[src/rtl/mdio_master.sv]
// IEEE 802.3 clause-22 MDIO management master: preamble + 32-bit frame per command,
// read data captured on MDC rising edges with turnaround error detection.
module mdio_master #(
  parameter int unsigned CLK_DIV = 25,
  parameter int unsigned PRE_LEN = 32
) (
  input  logic        clk,
  input  logic        rst,
  input  logic        cmd_valid,
  output logic        cmd_ready,
  input  logic        cmd_write,
  input  logic [4:0]  cmd_phyad,
  input  logic [4:0]  cmd_regad,
  input  logic [15:0] cmd_wdata,
  output logic        rsp_valid,
  output logic [15:0] rsp_rdata,
  output logic        rsp_err,
  output logic        mdc,
  output logic        mdio_o,
  output logic        mdio_t,
  input  logic        mdio_i
);

  typedef enum logic [1:0] {IDLE, PRE, FRAME, DONE} state_t;

  localparam logic [8:0] HALF     = 9'(CLK_DIV);
  localparam logic [8:0] LAST_CNT = 9'(2 * CLK_DIV - 1);
  localparam logic [4:0] PRE_LAST = (PRE_LEN > 0) ? 5'(PRE_LEN - 1) : '0;

  state_t      state_q, state_d;
  logic [8:0]  cnt_q, cnt_d;
  logic [4:0]  bit_q, bit_d;
  logic [31:0] frame_q, frame_d;
  logic        write_q, write_d;
  logic [15:0] rdata_q, rdata_d;
  logic        err_q, err_d;
  logic        bit_end;

  assign bit_end   = (cnt_q == LAST_CNT);
  assign rsp_rdata = rdata_q;
  assign rsp_err   = err_q;

  always_ff @(posedge clk) begin
    if (rst) begin
      state_q <= IDLE;
      cnt_q   <= '0;
      bit_q   <= '0;
      frame_q <= '0;
      write_q <= 1'b0;
      rdata_q <= '0;
      err_q   <= 1'b0;
    end else begin
      state_q <= state_d;
      cnt_q   <= cnt_d;
      bit_q   <= bit_d;
      frame_q <= frame_d;
      write_q <= write_d;
      rdata_q <= rdata_d;
      err_q   <= err_d;
    end
  end

  always_comb begin
    state_d   = state_q;
    cnt_d     = cnt_q;
    bit_d     = bit_q;
    frame_d   = frame_q;
    write_d   = write_q;
    rdata_d   = rdata_q;
    err_d     = err_q;
    cmd_ready = 1'b0;
    rsp_valid = 1'b0;
    mdc       = 1'b0;
    mdio_o    = 1'b1;
    mdio_t    = 1'b1;

    case (state_q)
      IDLE: begin
        cmd_ready = 1'b1;
        if (cmd_valid) begin
          write_d = cmd_write;
          // Read frames carry don't-care TA/DATA here; those bits are released.
          frame_d = {2'b01, (cmd_write ? 2'b01 : 2'b10), cmd_phyad, cmd_regad,
                     2'b10, (cmd_write ? cmd_wdata : 16'h0000)};
          rdata_d = '0;
          err_d   = 1'b0;
          cnt_d   = '0;
          bit_d   = '0;
          state_d = (PRE_LEN == 0) ? FRAME : PRE;
        end
      end

      PRE: begin
        mdc    = (cnt_q >= HALF);
        mdio_t = 1'b0;
        cnt_d  = bit_end ? '0 : cnt_q + 9'd1;
        if (bit_end) begin
          bit_d = bit_q + 5'd1;
          if (bit_q == PRE_LAST) begin
            bit_d   = '0;
            state_d = FRAME;
          end
        end
      end

      FRAME: begin
        mdc    = (cnt_q >= HALF);
        mdio_t = !write_q && (bit_q >= 5'd14);
        mdio_o = mdio_t ? 1'b1 : frame_q[~bit_q];
        // cnt_q == HALF is the cycle in which mdc rises.
        if (!write_q && (cnt_q == HALF)) begin
          if ((bit_q == 5'd15) && mdio_i) err_d = 1'b1;
          if (bit_q >= 5'd16) rdata_d = {rdata_q[14:0], mdio_i};
        end
        cnt_d = bit_end ? '0 : cnt_q + 9'd1;
        if (bit_end) begin
          bit_d = bit_q + 5'd1;
          if (bit_q == 5'd31) state_d = DONE;
        end
      end

      DONE: begin
        rsp_valid = 1'b1;
        state_d   = IDLE;
      end

      default: state_d = IDLE;
    endcase
  end

endmodule
[config.mk]
export PLATFORM = sky130hd
export DESIGN_NAME = mdio_master
export DESIGN_NICKNAME = d
export VERILOG_FILES = /design/src/rtl/mdio_master.sv
export SDC_FILE = /design/constraint.sdc
export NUM_CORES = 1
export LEC_CHECK = 0
export ABC_CLOCK_PERIOD_IN_PS = 2400
export BUFFER_PORTS_ARGS = -buffer_cell sky130_fd_sc_hd__buf_2
export CAP_MARGIN = 40
export CORE_AREA = 2 2 64 96
export DETAILED_ROUTE_END_ITERATION = 7
export DIE_AREA = 0 0 66 98
export GPL_ROUTABILITY_DRIVEN = 1
export PLACE_DENSITY_LB_ADDON = 0.12
export SETUP_SLACK_MARGIN = 0.4
export SLEW_MARGIN = 40
export SYNTH_ARGS = -nofsm -noshare
export SYNTH_HDL_FRONTEND = slang
export SYNTH_SLANG_ARGS = --single-unit
[constraint.sdc]
create_clock -name clk -period 2.4 [get_ports clk]
set_input_delay 0.48 -clock clk [delete_from_list [all_inputs] [get_ports clk]]
set_output_delay 0.48 -clock clk [all_outputs]
set_load 0.05 [all_outputs]
==> flow_metrics.py <==
metrics = {
    "outcome": {
        "outcome": "finished, final reports clean",
    },
    "critical_path": {
        "cp.required_ns": 1.92,
        "cp-end-kind": "output port",
        "worstPathMaxFanout": 5,
        "worst_ep_arrival_time_ns": 1.91,
        "start_kind": "flop",
        "critPathKind": "reg2out",
    },
    "global_routing": {
        "grt_usage_pct": 23.12,
        "antenna_found_initial": 0,
        "grt_pass1_vias": 2634,
        "grt_pass1_wl_mm": 11.87,
        "gr-total-overflow": 0,
        "grt_max_degree": 63,
    },
    "floorplanning": {
        "fp.coreArea_sq_um": 5700,
        "fp.dieH_um": 98,
        "die_w_um": 66,
        "dieArea_sq_um": 6468,
        "initial_utilization_pct": 53.53,
        "ioPinCount": 53,
        "num_rows": 34,
    },
    "power": {
        "p_per_area_nw_per_um2": 1018,
        "finalPower_mw": 3.897,
        "leakage_nw": 1.422,
        "vdd_drop_max_mv": 0.6203,
    },
    "cts": {
        "clock_path_buffers": 2,
        "cts.clk_slew.worst_paths_ns": 0.07,
        "cts_made_buffers": 9,
        "cts_tree": "yes",
        "cts_root_buf": "clkbuf_8",
        "h-tree-depth": 3,
        "clk_latency_ns": 0.34,
        "clock_sink_count": 62,
    },
    "placed_design": {
        "hpwl_mm": 4.577,
        "pre_cts_ws_ns": 0.09701,
        "place_congestion": 0.8096,
        "dpl.cell_count": 456,
        "portBuffers": 52,
    },
    "yosys": {
        "synth_compound_area_share_pct": 18.41,
        "synthCells": 351,
        "synth_edf_count": 0,
        "async_flop_share_pct": 0,
        "syn-num-nets": 392,
        "synthMuxAreaShare_pct": 6.478,
        "synth_area_leaders": "dfxtp_1 41%, nand2_1 6.0%, a21oi_1 5.9%, ha_1 4.1%, nand2b_1 4.1%",
        "yosys.area_share.simple_pct": 23.37,
        "synth_top_family_by_area": "simple AND/OR/NAND/NOR gates",
        "ys_seq_elements": 62,
        "avgSynthCellArea_sq_um": 8.694,
        "synth_top_area_share_pct": 40.67,
        "synth_xor_area_share_pct": 1.435,
        "synth_flop_cell": "dfxtp_1",
        "netlist_area_sq_um": 3052,
        "synth_top_area_cell": "dfxtp_1",
        "yosys_warnings": 0,
        "netlist-cell-type-count": 54,
        "ys_seq_area_share_pct": 40.67,
        "yosys.area_share.adder_pct": 4.100,
    },
    "sta": {
        "fmax_mhz": 418.3,
        "fin_crit_ns": 2.390,
        "slew_violations": 0,
        "worst_slew_pin_slew_ns": 0.5634,
        "fin_setup_tns_ns": 0,
        "rsz0062_at_grt": "yes",
        "setup_viol": 0,
        "fin_ws_ns": 0.009622,
        "fin_crit_sh_pct": 99.60,
        "relSlewSlack_pct": 61.70,
        "finalHoldViolCount": 0,
        "skew_ns": 0.006417,
    },
    "flow_run": {
        "max_cap_violations": 0,
    },
    "drt": {
        "drc": 0,
        "route.vias.total": 2678,
        "ant_nets": 0,
        "firstDrtPassIters": 4,
        "via_per_inst": 5.603,
        "dr.first_iter.drc_count": 101,
        "route.detailed.wl_per_inst_um": 14.51,
        "wirelength_mm": 6.938,
    },
    "final_layout": {
        "n_antenna_cell": 0,
        "final_cell_mix": "54 x dfxtp_1, 49 x nand2_1, 49 x buf_2",
        "fin_cells": 478,
        "nets": 442,
        "syn_to_final_growth_pct": 25.50,
        "drive_gt1_share_pct": 29.56,
        "final_common_cell": "dfxtp_1",
    },
    "hold_path": {
        "hp-class": "in2reg",
    },
}
-- power by group --
part / total, mW / switching (mW) / internal, mW
Combinational: 1.44 / 0.846 / 0.590
Clock: 1.22 / 0.425 / 0.800
Sequential: 1.24 / 0.0955 / 1.14
-- flip-flops by register name, indices dropped and copies added, names as in the netlist --
register,flops
rsp_rdata,16
bit_q,5
state_q,2
cnt_q,9
rsp_err,1
frame_q,29
-- cells by family (layout without fill, tap and decap cells) --
| family | count (synthesis) | in the layout |
|---|---|---|
| simple gates | 139 | 139 |
| fa+ha+maj | 10 | 10 |
| xor+xnor | 5 | 5 |
| mux | 13 | 13 |
| flops | 62 | 62 |
| compound gates | 86 | 86 |
| buf+inv | 36 | 91 |
-- cell type report --
class,count,area (sq um)
sequential,62,1266
tap,72,90.09
clock inverter,7,146.4
fill,517,1871
timing repair buffer,66,404.1
inverter,9,33.78
multi-input combinational,253,1765
clock buffer,9,123.9
-- stage by stage --
| stage | instance area, sq um | util [%] | hold WS (ns) |
|---|---|---|---|
| 3_3_place_gp | 3373 | 59.17 | 0.4362 |
| 4_1_cts | 3787 | 66.44 | 0.3496 |
| 3_5_place_dp | 3373 | 59.17 | 0.4465 |
| 5_1_grt | 3830 | 67.19 | 0.3802 |
| 6_report | 3830 | 67.19 | 0.3693 |
| 2_1_floorplan | 3085 | - | 0.4287 |
-- path summary, 6_finish.rpt --
path	start	cells after the start	end	slack [ns]
max	bit_q[0]$_SDFFE_PP0P_	5	mdio_o	0.01
min	cmd_phyad[1]	3	frame_q[24]$_SDFFE_PP0P_	0.37
max reg2reg	bit_q[0]$_SDFFE_PP0P_	9	bit_q[3]$_SDFFE_PP0P_	0.45
min reg2reg	frame_q[24]$_SDFFE_PP0P_	2	frame_q[24]$_SDFFE_PP0P_	0.46
-- Yosys cell counts, drive strengths merged, types with 2 or more instances --
cell / n
nor2: 13
xnor2: 5
nand2: 49
nor3b: 3
nor2b: 5
nand4: 7
ha: 10
o32ai: 2
nor3: 4
o31a: 2
o21ai: 5
mux4: 5
a21o: 2
buf: 15
or3: 3
dfxtp: 62
mux2i: 7
o211ai: 3
a31oi: 3
and3: 2
and2: 3
a21oi: 36
nand2b: 20
nand4b: 2
a211oi: 4
clkbuf: 12
o22ai: 15
o21a: 2
inv: 9
nand3: 23
-- timing repair --
item                       4_1_cts  5_1_grt
setup buffers                    4        2
resized for setup               31       10
cloned                           0        0
setup endpoints to repair        5        7
pin swaps                        7       12
hold buffers                     0        0
-- critical path: stages (launching register included) --
cell     delay [ns]
dfxtp_4        0.39
mux4_2         0.50
mux2_4         0.30
a21oi_4        0.14
a32oi_4        0.06
buf_6          0.17
-- routing by layer --
layer / up-vias / track usage, % / part of all wire (%)
li1: 1354 / - / -
met1: 1256 / 27.85 / 41
met2: 55 / 39.16 / 54
met3: 13 / 5.760 / 3.4
met4: 0 / 8.634 / 2.0
met5: - / 0 / 0
Note: power is estimated with default switching activity, not from simulation.
